`config.mk`:
```
export PLATFORM = sky130hd
export DESIGN_NAME = dmem_arbiter
export DESIGN_NICKNAME = d
export VERILOG_FILES = /design/src/rtl/dmem_arbiter.sv
export SDC_FILE = /design/constraint.sdc
export NUM_CORES = 1
export LEC_CHECK = 0
export ABC_AREA = 0
export CORE_ASPECT_RATIO = 0.75
export CORE_MARGIN = 5
export CORE_UTILIZATION = 27
export DETAILED_ROUTE_END_ITERATION = 7
export PLACE_DENSITY = 0.61
export SLEW_MARGIN = 20
export SYNTH_ARGS = -nofsm -noshare
export SYNTH_HDL_FRONTEND = slang
export SYNTH_SLANG_ARGS = --single-unit
export TNS_END_PERCENT = 30
```
`constraint.sdc`:
```
create_clock -name clk -period 1.4 [get_ports clk]
set_input_delay 0.28 -clock clk [delete_from_list [all_inputs] [get_ports clk]]
set_output_delay 0.28 -clock clk [all_outputs]
set_load 0.05 [all_outputs]
```
`src/rtl/dmem_arbiter.sv`:
```
`default_nettype none
// ============================================================================
// Module      : dmem_arbiter
// Description : Two-port data-memory arbiter. The processor core and the
//               program-loader/debug port share one fixed-latency memory.
//               Simultaneous requests alternate round-robin. The core is
//               stalled through pcen until its own access completes.
// Revision    : 1.0 - initial release
// ============================================================================
module dmem_arbiter #(
   parameter int LAT = 2                     // memory read latency, 1..15
) (
   input  logic        clk,
   input  logic        rst_n,
   // core port
   input  logic        core_req,
   input  logic        core_we,
   input  logic [31:0] core_addr,
   input  logic [31:0] core_wdata,
   output logic [31:0] core_rdata,
   output logic        core_done,
   // loader / debug port
   input  logic        ld_req,
   input  logic        ld_we,
   input  logic [31:0] ld_addr,
   input  logic [31:0] ld_wdata,
   output logic [31:0] ld_rdata,
   output logic        ld_done,
   // processor stall
   output logic        pcen,
   // memory port
   output logic        mem_en,
   output logic        mem_we,
   output logic [31:0] mem_addr,
   output logic [31:0] mem_wdata,
   input  logic [31:0] mem_rdata
);

   typedef enum logic [1:0] {
      S_IDLE   = 2'd0,
      S_ACCESS = 2'd1,
      S_RESP   = 2'd2
   } state_t;

   localparam logic       c_own_core = 1'b0;
   localparam logic       c_own_ld   = 1'b1;
   localparam logic [3:0] c_lat      = 4'(LAT);

   state_t      r_state;
   state_t      w_state_nxt;
   logic        r_owner;        // requester currently granted
   logic        r_last;         // requester served most recently
   logic        r_we;
   logic [31:0] r_addr;
   logic [31:0] r_wdata;
   logic [3:0]  r_cnt;          // cycles spent in ACCESS
   logic [31:0] r_core_rdata;
   logic [31:0] r_ld_rdata;

   logic        w_any_req;
   logic        w_grant_ld;

   assign w_any_req = core_req | ld_req;

   // Pick the winner: a lone request wins; a tie goes to whoever was not served last.
   always_comb begin
      w_grant_ld = ld_req;
      if (core_req && ld_req) begin
         w_grant_ld = (r_last == c_own_core);
      end
   end

   // State register.
   always_ff @(posedge clk) begin
      if (!rst_n) begin
         r_state <= S_IDLE;
      end else begin
         r_state <= w_state_nxt;
      end
   end

   // Next-state decode and memory/done outputs; outputs forced low while in reset.
   always_comb begin
      w_state_nxt = r_state;
      mem_en      = 1'b0;
      mem_we      = 1'b0;
      mem_addr    = 32'h0;
      mem_wdata   = 32'h0;
      core_done   = 1'b0;
      ld_done     = 1'b0;
      case (r_state)
         S_IDLE: begin
            if (w_any_req) begin
               w_state_nxt = S_ACCESS;
            end
         end
         S_ACCESS: begin
            if (r_cnt == c_lat) begin
               w_state_nxt = S_RESP;
            end
            mem_en    = (r_cnt == 4'd0);
            mem_we    = r_we && (r_cnt == 4'd0);
            mem_addr  = r_addr;
            mem_wdata = r_wdata;
         end
         S_RESP: begin
            w_state_nxt = S_IDLE;
            core_done   = (r_owner == c_own_core);
            ld_done     = (r_owner == c_own_ld);
         end
         default: begin
            w_state_nxt = S_IDLE;
         end
      endcase
      if (!rst_n) begin
         mem_en    = 1'b0;
         mem_we    = 1'b0;
         mem_addr  = 32'h0;
         mem_wdata = 32'h0;
         core_done = 1'b0;
         ld_done   = 1'b0;
      end
   end

   // Latch the granted request, count access cycles, capture read data, track fairness.
   always_ff @(posedge clk) begin
      if (!rst_n) begin
         r_cnt        <= 4'd0;
         r_owner      <= c_own_core;
         r_last       <= c_own_ld;
         r_we         <= 1'b0;
         r_addr       <= 32'h0;
         r_wdata      <= 32'h0;
         r_core_rdata <= 32'h0;
         r_ld_rdata   <= 32'h0;
      end else begin
         case (r_state)
            S_IDLE: begin
               // ACCESS is only ever entered from IDLE, so clearing here clears on entry.
               r_cnt <= 4'd0;
               if (w_any_req) begin
                  r_owner <= w_grant_ld;
                  r_we    <= w_grant_ld ? ld_we    : core_we;
                  r_addr  <= w_grant_ld ? ld_addr  : core_addr;
                  r_wdata <= w_grant_ld ? ld_wdata : core_wdata;
               end
            end
            S_ACCESS: begin
               r_cnt <= r_cnt + 4'd1;
               if ((r_cnt == c_lat) && !r_we) begin
                  if (r_owner == c_own_ld) begin
                     r_ld_rdata <= mem_rdata;
                  end else begin
                     r_core_rdata <= mem_rdata;
                  end
               end
            end
            S_RESP: begin
               r_last <= r_owner;
            end
            default: begin
               r_cnt <= 4'd0;
            end
         endcase
      end
   end

   assign core_rdata = r_core_rdata;
   assign ld_rdata   = r_ld_rdata;

   // The core runs only when it is not asking for memory or its own access is completing.
   assign pcen = rst_n & (~core_req | ((r_state == S_RESP) & (r_owner == c_own_core)));

endmodule
`default_nettype wire

```
======== Word-level counts from Yosys, hierarchy flattened ========
Index checks and enable logic that the tools add are counted.
word-level totals
  input port bits ......................... 166
  register bits after elaboration ......... 137
  output and inout bits ................... 133
  word-level logic and storage cells ...... 52
cells by class
  bitwise logic cells ..................... 7
  mux-type cells .......................... 20
  equality and inequality tests ........... 5
  reductions and logical operators ........ 10
  add/subtract/negate cells ............... 1
operator list
  cell                 count
  $mux 32              6
  $mux 1               10
  $pmux 4 s2           1
  $reduce_and 3->1     2
  $add 4x1->4 const B  1
  $eq 4x2->1 const B   1
  $logic_not 4->1      1
  $mux 2               2
  $ne 2x2->1 const B   2
  $pmux 2 s2           1
  $reduce_and 2->1     2
  $logic_and 1x1->1    3
  $not 1->1            3
  $and 1x1->1          2
  $eq 2x1->1 const B   1
  $eq 2x2->1 const B   1
  $logic_not 2->1      1
  $or 1x1->1           2
  $logic_not 1->1      1

======== Depth between registers and ports, before layout ========
Gate-level depths: netlist of the first run.
  depth in word-level cells ............... 4
  depth in mapped cells ................... 6
  depth with buffers taken out ............ 4

======== Worst setup path before layout of the first run ========
Ideal clock, no wire load.
  path kind ............................... register to output
  start point ............................. reg r_state[1]
  end point ............................... out pcen
  arrival time ............................ 1.602 ns
  stages on the path, launching flop included .. 5
  path slack .............................. -0.482 ns
  data required time ...................... 1.120 ns
  path buffers ............................ 1
  cells stage by stage .................... dfxtp_1 > nor2b_1 > clkbuf_1 > nand2b_1 > a21oi_1
between the ends
  word-level cells in the longest chain between the ends .. 4
ends and longest elaborated chain
  item                      line  RTL
  start: declaration        49    state_t r_state;
  start signal: assignment  78    r_state <= w_state_nxt;
  $eq 2x2->1                172   assign pcen = rst_n & (~core_req | ((r_state == S_RESP) & (r_owner == c_own_core)));
  $and 1x1->1               172
  $or 1x1->1                172
  $and 1x1->1               172
  end: declaration          30    output logic pcen,
Every way passes these cells.

======== Worst setup path in the final report of the first run ========
  start point ............................. reg r_state[0]
  end point ............................... out mem_wdata[15]
between the ends
  word-level cells in the longest chain between the ends .. 3
ends and longest elaborated chain
  item              line  RTL
  $eq 2x1->1        91    case (r_state)
  $mux 32           91
  $mux 32           115   if (!rst_n) begin
  end: declaration  35    output logic [31:0] mem_wdata,
Every way passes these cells.

==> metrics.log, run 1 <==
INFO  metric status = finished, violations left
INFO  metric failing_checks = negative setup slack
INFO  metric async_reset_ff_share = 0%
INFO  metric final_period_minus_worst_setup_slack = 1.867 ns
INFO  metric p_comb_share = 21.4%
INFO  metric timing.critical_path.required = 1.12 ns
INFO  metric type_of_the_worst_setup_path = reg2out
INFO  metric seq_total_area_yosys = 42.51%
INFO  metric postLayoutSetupSlackWorst = -0.4674 ns
INFO  metric setup.worst_path.start_class = flop
INFO  metric critPathMaxStageDelay = 0.33 ns
INFO  metric final_stage_net_count = 1206
INFO  metric hold_violations = 0
INFO  metric clockBufferDepth = 2
INFO  metric grt_max_degree = 61
INFO  metric syn-instance-count = 745
INFO  metric finalMaxSlewViolations = 0
INFO  metric io_buffers = 298
INFO  metric cpMostUsedCell = sky130_fd_sc_hd__buf_12
INFO  metric globalplace.congestion = 0.7858
INFO  metric fp.dieArea = 27120 sq um
INFO  metric drv.max_cap_violation_count = 0
INFO  metric viasPerCell = 4.868
INFO  metric power_per_cell_area = 909.6 nW/um^2
INFO  metric drc_errors = 0
INFO  metric fp.dieH = 143.9 microns
INFO  metric num_antenna_cells = 0
INFO  metric routed_wl = 24.41 mm
INFO  metric cts_tree = built
INFO  metric clkPwrFrac = 41.1%
INFO  metric cts_buffers = 17
INFO  metric ys.flop_type = sky130_fd_sc_hd__dfxtp_1
INFO  metric gr-usage-all-layers = 17.63%
INFO  metric crit_path_top_delay_cell = sky130_fd_sc_hd__dfxtp_2
INFO  metric placedCellCount = 1319
INFO  metric dp_hpwl = 17.87 mm
INFO  metric worstHoldPathType = in2reg
INFO  metric p_switching = 3.030 mW
INFO  metric rows = 49
INFO  metric ys.warnings.count = 0
INFO  metric p_leak = 5.129 nW
INFO  metric multi_input_area = 3724 sq um
INFO  metric timing.slew.headroom = 78.56%
INFO  metric worstPathMaxFanout = 15
INFO  metric ctsRootBufferMaster = sky130_fd_sc_hd__clkbuf_16
INFO  metric synth_fp_nets = 914
INFO  metric dieWidth = 188.5 microns
INFO  metric post_drt_wl_per_cell = 18.03 microns
INFO  metric fillCellCount = 2164
INFO  metric final-seq-area = 2745 sq um
INFO  metric first_global_vias = 6724
INFO  metric cp_cell_sequence = nor2b_4 > buf_12 > buf_12 > and3_4 > buf_12
INFO  metric ff2ff_setup_slack = -0.07 ns
INFO  metric setup.worst_path.end_class = output pin
INFO  metric worst_slew_pin_slew = 0.3216 ns
INFO  metric cts_sinks = 137
INFO  metric mappedNetlistArea = 6451 sq um
INFO  metric clock_tree.htree_level_count = 4
INFO  metric timing.clock.skew = 0.01219 ns
INFO  metric synthesis.area_per_instance = 8.659 sq um
INFO  metric utilization = 52.22%
INFO  metric antenna_violations_before_repair = 2
INFO  metric grt_pass1_wl = 37.89 mm
INFO  metric synth.ff_latch_count = 137
INFO  metric insertion_delay = 0.41 ns
INFO  metric drt-initial-drc-count = 263
INFO  metric initial_cell_density_of_the_core = 27.19%
INFO  metric setup_viol_count_final = 132
INFO  metric stdcell_count = 1354
INFO  metric post_synth_num_cell_types = 34
INFO  metric detailedRoute.firstPassIterationCount = 4
INFO  metric globalRoute.totalOverflow = 0
INFO  metric syn_to_final_growth = 92.07%
INFO  metric share_of_final_layout_standard_cells_stronger_than_drive_strength_1 = 32.73%
INFO  metric cell_internal_pwr = 8.240 mW
INFO  metric drtAntennaViolNets = 0
INFO  metric fmax = 535.5 MHz
INFO  metric sequentialPowerShare = 37.5%
INFO  metric fin_tns_setup = -31.34 ns
INFO  metric synth_enable_flop_cells = 0
INFO  metric switching_share = 26.88%
INFO  metric post_cts_hold_buffer_count = 0
INFO  metric route.vias.total = 6591
INFO  metric design.portCount = 299
INFO  metric core_area = 23730 sq um
INFO  metric rsz_0062_raised_after_global_routing = yes
INFO  metric critical_path_arrival = 1.59 ns
INFO  metric cts.clk_slew.worst_paths = 0.05 ns
INFO  metric irDropWorstVdd = 0.6926 mV
INFO  metric min_period_over_period = 133.4%
==> worst max-delay path, delay by kind of cell (launching register included) <==
family	cells	cell delay (ns)
buffers and inverters	3	0.43
AND/OR/NAND/NOR	2	0.41
flip-flops	1	0.33
==> final cells by class <==
cell class	instances	area share, %
well taps	306	3.090
flip-flops and latches	137	22.15
clock buffers	19	3.655
inverters	3	0.1010
clock inverters	11	1.192
repair buffers	349	39.76
multi-input cells	529	30.05
==> repair_timing <==
item / CTS / global route
resized for setup: 18 / 46
pin swaps: 40 / 23
cloned: 1 / 1
buffers inserted: 4 / 2
setup endpoints to repair: 156 / 203
==> routing by layer <==
layer | share of wire (%) | up-vias | track usage (%)
li1 | - | 3197 | -
met1 | 44 | 3154 | 22.85
met2 | 47 | 206 | 28.21
met3 | 6.5 | 30 | 5.998
met4 | 1.9 | 4 | 5.021
met5 | 0.10 | - | 0
==> state kept, by name, indices dropped and copies added, names as in the netlist <==
signal / flops
r_wdata: 32
ld_rdata: 32
r_cnt: 4
r_owner: 1
r_we: 1
core_rdata: 32
r_last: 1
r_state: 2
r_addr: 32
==> worst paths after layout <==
path,endpoint,cells past startpoint,start
hold reg to reg,ld_rdata[28]$_SDFFE_PN0P_,2,ld_rdata[28]$_SDFFE_PN0P_
setup reg to reg,r_addr[22]$_SDFFE_PN0P_,5,r_state[0]$_SDFFE_PN0P_
hold / removal,r_last$_SDFFE_PN1N_,3,rst_n
setup / recovery,mem_wdata[15],5,r_state[0]$_SDFFE_PN0P_
==> layout by cell type, fill, tap and decap left out, types with 4 or more instances in the layout <==
cell,count
sky130_fd_sc_hd__a311oi_2,39
sky130_fd_sc_hd__buf_12,150
sky130_fd_sc_hd__mux2i_1,65
sky130_fd_sc_hd__clkbuf_16,17
sky130_fd_sc_hd__and3_2,9
sky130_fd_sc_hd__a311oi_1,26
sky130_fd_sc_hd__clkdlybuf4s50_1,164
sky130_fd_sc_hd__dfxtp_1,135
sky130_fd_sc_hd__clkinv_2,4
sky130_fd_sc_hd__buf_4,31
sky130_fd_sc_hd__and3_4,57
sky130_fd_sc_hd__nand2_1,231
sky130_fd_sc_hd__a21oi_1,64
==> cell families (layout without fill, tap and decap cells) <==
logic type      count (synthesis)  in the layout  synth area share (%)
buf+inv                        79            382                 5.586
compound gates                141            141                 18.83
simple gates                  319            319                 22.27
fa+ha+maj                       3              3                0.5819
flops                         137            137                 42.51
xor+xnor                        1              1                0.1358
mux                            65             65                 10.09
==> power by group through the flow <==
stage               Combinational, mW  Sequential [mW]  Clock, mW
detailed placement               2.32             4.30          0
floorplan                        1.17             4.29          0
global route                     2.58             4.25       4.96
finish                           2.41             4.23       4.63
CTS                              2.39             4.22       4.78
global placement                 2.30             4.30          0
==> cells in the mapped netlist (3+ instances only) <==
| master | count | area, sq um |
|---|---|---|
| sky130_fd_sc_hd__a21oi_1 | 68 | 340.3 |
| sky130_fd_sc_hd__clkbuf_1 | 45 | 168.9 |
| sky130_fd_sc_hd__mux2i_1 | 65 | 650.6 |
| sky130_fd_sc_hd__nor2_1 | 5 | 18.77 |
| sky130_fd_sc_hd__a311oi_1 | 26 | 227.7 |
| sky130_fd_sc_hd__and3_1 | 67 | 419.2 |
| sky130_fd_sc_hd__buf_2 | 20 | 100.1 |
| sky130_fd_sc_hd__dfxtp_1 | 137 | 2743 |
| sky130_fd_sc_hd__a311oi_2 | 39 | 585.6 |
| sky130_fd_sc_hd__buf_4 | 6 | 45.04 |
| sky130_fd_sc_hd__nand2_1 | 231 | 867.1 |
| sky130_fd_sc_hd__ha_1 | 3 | 37.54 |
| sky130_fd_sc_hd__nor2b_1 | 3 | 18.77 |
==> stage by stage <==
| stage | hold slack, ns | setup slack (ns) | area (sq um) | power [mW] |
|---|---|---|---|---|
| 4_1_cts | 0.2835 | -0.5153 | 12250 | 11.39 |
| 2_1_floorplan | 0.4399 | -0.09464 | 6658 | 5.463 |
| 6_report | 0.3016 | -0.4674 | 12390 | 11.27 |
| 5_1_grt | 0.3004 | -0.5136 | 12390 | 11.79 |
| 3_3_place_gp | 0.4815 | -0.3844 | 11530 | 6.594 |
| 3_5_place_dp | 0.4902 | -0.4388 | 11530 | 6.623 |
No activity file was read; power rests on OpenSTA's default activity.
==> inputs of run 2 (changes only) <==
--- a/config.mk
+++ b/config.mk
@@ -11,7 +11,6 @@
 export CORE_UTILIZATION = 27
 export DETAILED_ROUTE_END_ITERATION = 7
 export PLACE_DENSITY = 0.61
-export SLEW_MARGIN = 20
 export SYNTH_ARGS = -nofsm -noshare
 export SYNTH_HDL_FRONTEND = slang
 export SYNTH_SLANG_ARGS = --single-unit
==> results of run 2 <==
The final DEF is identical to that of run 1; final timing and power are the same.
==> inputs of run 3 (changes only) <==
--- a/config.mk
+++ b/config.mk
@@ -7,9 +7,9 @@
 export LEC_CHECK = 0
 export ABC_AREA = 0
 export CORE_ASPECT_RATIO = 0.75
-export CORE_MARGIN = 5
 export CORE_UTILIZATION = 27
 export DETAILED_ROUTE_END_ITERATION = 7
+export GPL_TIMING_DRIVEN = 0
 export PLACE_DENSITY = 0.61
 export SYNTH_ARGS = -nofsm -noshare
 export SYNTH_HDL_FRONTEND = slang
==> run 3 against run 2 <==
  * The run still ends with negative setup slack left
  * Routed wire length is 5.0% higher
  * Register-to-register slack worse by 0.32 ns
  * Via count grew 1.7%
  * Critical path depth grew 1
  * Sequential share of layout area up 2.0 points
  * Global-route usage increased by 3.0 points
  * Sequential power about the same
  * Critical endpoint is now mem_addr[17]
  * Largest power group unchanged
==> metrics.log, run 3 (synthesized netlist as in run 1, its figures left out) <==
INFO  metric status = finished, violations left
INFO  metric failing_checks = negative setup slack
INFO  metric switching_share = 28.19% (+1.3 points)
INFO  metric cpMostUsedCell = sky130_fd_sc_hd__buf_12
INFO  metric met3RoutedLength = 1.454 mm (-9.0%)
INFO  metric fmax = 518.5 MHz (-3.2%)
INFO  metric globalplace.congestion = 0.7877 (+0.24%)
INFO  metric cts_sinks = 137 (unchanged)
INFO  metric cts_tree = built
INFO  metric setup.worst_path.end_class = output pin
INFO  metric met1_length = 12.30 mm (+14%)
INFO  metric final_stage_net_count = 1255 (+4.1%)
INFO  metric stdcell_count = 1399 (+3.3%)
INFO  metric drv.max_cap_violation_count = 0 (unchanged)
INFO  metric p_comb_share = 21.9% (+0.5 points)
INFO  metric cp.buffers_inverters = 4 (+1)
INFO  metric highest-signal-layer = met4
INFO  metric post_cts_hold_buffer_count = 0 (unchanged)
INFO  metric viasPerCell = 4.791 (-1.6%)
INFO  metric design.portCount = 299 (unchanged)
INFO  metric critical_path.top_delay_family = buffers and inverters
INFO  metric timing.critical_path.required = 1.12 ns (about the same)
INFO  metric rows = 48 (-2.0%)
INFO  metric timing.clock.skew = 0.01274 ns (+0.0005513 ns)
INFO  metric crit_path_top_delay_cell = sky130_fd_sc_hd__dfxtp_2
INFO  metric drtAntennaViolNets = 0 (unchanged)
INFO  metric clockBufferDepth = 2 (unchanged)
INFO  metric grt_pass1_wl = 38.83 mm (+2.5%)
INFO  metric insertion_delay = 0.42 ns (about the same)
INFO  metric worst_slew_pin_slew = 0.9313 ns (+0.6097 ns)
INFO  metric core_area = 23240 sq um (-2.0%)
INFO  metric worstReg2RegStart = r_state[0]$_SDFFE_PN0P_
INFO  metric post_drt_wl_per_cell = 18.33 microns (+1.7%)
INFO  metric dieWidth = 180.5 microns (-4.2%)
INFO  metric gr-usage-all-layers = 20.65% (+3.0 points)
INFO  metric clock_tree.htree_level_count = 4 (unchanged)
INFO  metric worstPathMaxFanout = 7 (-8)
INFO  metric detailedRoute.firstPassIterationCount = 5 (+1)
INFO  metric critPathMaxStageDelay = 0.33 ns (about the same)
INFO  metric postLayoutSetupSlackWorst = -0.5287 ns (-0.06126 ns)
INFO  metric hold_path.startpoint = core_wdata[20]
INFO  metric globalRoute.totalOverflow = 0 (unchanged)
INFO  metric syn_to_final_growth = 76.38%
INFO  metric cts.clk_slew.worst_paths = 0.06 ns (about the same)
INFO  metric grt_max_degree = 17 (-72%)
INFO  metric io_buffers = 298 (unchanged)
INFO  metric p_leak = 5.028 nW (-2.0%)
INFO  metric rsz_0062_raised_after_global_routing = yes
INFO  metric type_of_the_worst_setup_path = reg2out
INFO  metric fp.dieH = 135.9 microns (-5.6%)
INFO  metric sequentialPowerShare = 37.0% (-0.5 points)
INFO  metric finalMaxSlewViolations = 0 (unchanged)
INFO  metric min_period_over_period = 137.8% (+4.4 points)
INFO  metric worstHoldPathType = in2reg
INFO  metric dp_hpwl = 18.54 mm (+3.7%)
INFO  metric cp_cell_sequence = nor2b_4 > buf_12 > buf_12 > clkbuf_16 > and3_4 > buf_8
INFO  metric route.vias.total = 6703 (+1.7%)
INFO  metric ctsRootBufferMaster = sky130_fd_sc_hd__clkbuf_16
INFO  metric layout.cells.most_common_list = sky130_fd_sc_hd__nand2_1, sky130_fd_sc_hd__clkdlybuf4s50_1, sky130_fd_sc_hd__dfxtp_1
INFO  metric initial_cell_density_of_the_core = 27.76% (+0.57 points)
INFO  metric fp.dieArea = 24520 sq um (-9.6%)
INFO  metric layout.cells.most_common = sky130_fd_sc_hd__nand2_1
INFO  metric placedCellCount = 1343 (+1.8%)
INFO  metric drt-initial-drc-count = 300 (+14%)
INFO  metric antenna_violations_before_repair = 0 (-2)
INFO  metric fin_total_pwr = 11.43 mW (+1.5%)
INFO  metric cell_internal_pwr = 8.211 mW (-0.36%)
INFO  metric share_of_final_layout_standard_cells_stronger_than_drive_strength_1 = 33.21% (+0.48 points)
INFO  metric irDropWorstVdd = 0.7736 mV (+12%)
INFO  metric drc_errors = 0 (unchanged)
INFO  metric cts_buffers = 17 (unchanged)
INFO  metric p_switching = 3.223 mW (+6.4%)
INFO  metric timing.slew.headroom = 37.92% (-41 points)
INFO  metric power_per_cell_area = 1005 nW/um^2 (+10%)
INFO  metric hold_violations = 0 (unchanged)
INFO  metric setup.worst_path.start_class = flop
INFO  metric setup_viol_count_final = 197 (+49%)
INFO  metric worst_setup_path_startpoint = r_state[0]$_SDFFE_PN0P_
INFO  metric clkPwrFrac = 41.1% (about the same)
INFO  metric num_antenna_cells = 0 (unchanged)
INFO  metric final_period_minus_worst_setup_slack = 1.929 ns (+0.06126 ns)
INFO  metric first_global_vias = 6776 (+0.77%)
INFO  metric wl_met2 = 11.59 mm (+0.57%)
INFO  metric routed_wl = 25.64 mm (+5.0%)
INFO  metric utilization = 48.96% (-3.3 points)
INFO  metric critical_path_arrival = 1.65 ns (+0.06 ns)
## run 3: what timing repair did
item	4_1_cts	5_1_grt
resized for setup	731	179
gates cloned	4	2
endpoints found under the setup margin	260	243
pin swaps	12	21
buffers inserted	15	5
## run 3: cell type report
| type | count | area, sq um |
|---|---|---|
| Fill cell | 2241 | 11860 |
| Timing Repair Buffer | 322 | 3216 |
| Sequential cell | 137 | 2748 |
| Multi-Input combinational cell | 529 | 3707 |
| Clock buffer | 19 | 432.9 |
| Clock inverter | 13 | 170.2 |
| Tap cell | 300 | 375.4 |
| Inverter | 3 | 11.26 |
| Buffer | 76 | 718.2 |
## run 3: worst paths after layout
| check | depth (start not counted) | slack (ns) | to |
|---|---|---|---|
| worst max-delay path | 6 | -0.53 | mem_addr[17] |
| worst min-delay path | 3 | 0.43 | r_wdata[20]$_SDFFE_PN0P_ |
| worst max register to register | 7 | -0.39 | r_addr[6]$_SDFFE_PN0P_ |
| worst min register to register | 2 | 0.45 | core_rdata[4]$_SDFFE_PN0P_ |
## run 3: routing by layer
layer	vias to the layer above	track usage (%)
met5	-	0
met3	18	5.331
li1	3298	-
met1	3175	28.32
met4	0	4.938
met2	212	32.32
## run 3: stage by stage
step           cell area [sq um]  TNS, ns  worst slack [ns]  hold WS (ns)
2_1_floorplan               6658   -3.948          -0.09464        0.4399
3_3_place_gp               10020  -190.12            -1.547        0.4447
3_5_place_dp               10020  -194.12            -1.573        0.4544
4_1_cts                    11330   -83.52           -0.5993        0.4092
5_1_grt                    11380   -62.57           -0.5857        0.4420
6_report                   11380   -50.03           -0.5287        0.4346
## run 3: worst reg2reg max path, stage by stage (launching register included)
cell	delay, ns
sky130_fd_sc_hd__dfxtp_2	0.32
sky130_fd_sc_hd__buf_4	0.14
sky130_fd_sc_hd__buf_4	0.13
sky130_fd_sc_hd__buf_4	0.13
sky130_fd_sc_hd__nor2_4	0.15
sky130_fd_sc_hd__and2_4	0.20
sky130_fd_sc_hd__clkbuf_1	0.41
sky130_fd_sc_hd__a311oi_1	0.17
## run 3: power groups by stage
stage                     Clock (mW)  Combinational [mW]  Sequential [mW]
after CTS                       4.81                2.42             4.23
final                           4.70                2.50             4.23
after global routing            4.98                2.68             4.26
after detailed placement           0                2.09             4.31
after global placement             0                2.08             4.30
after floorplan                    0                1.17             4.29
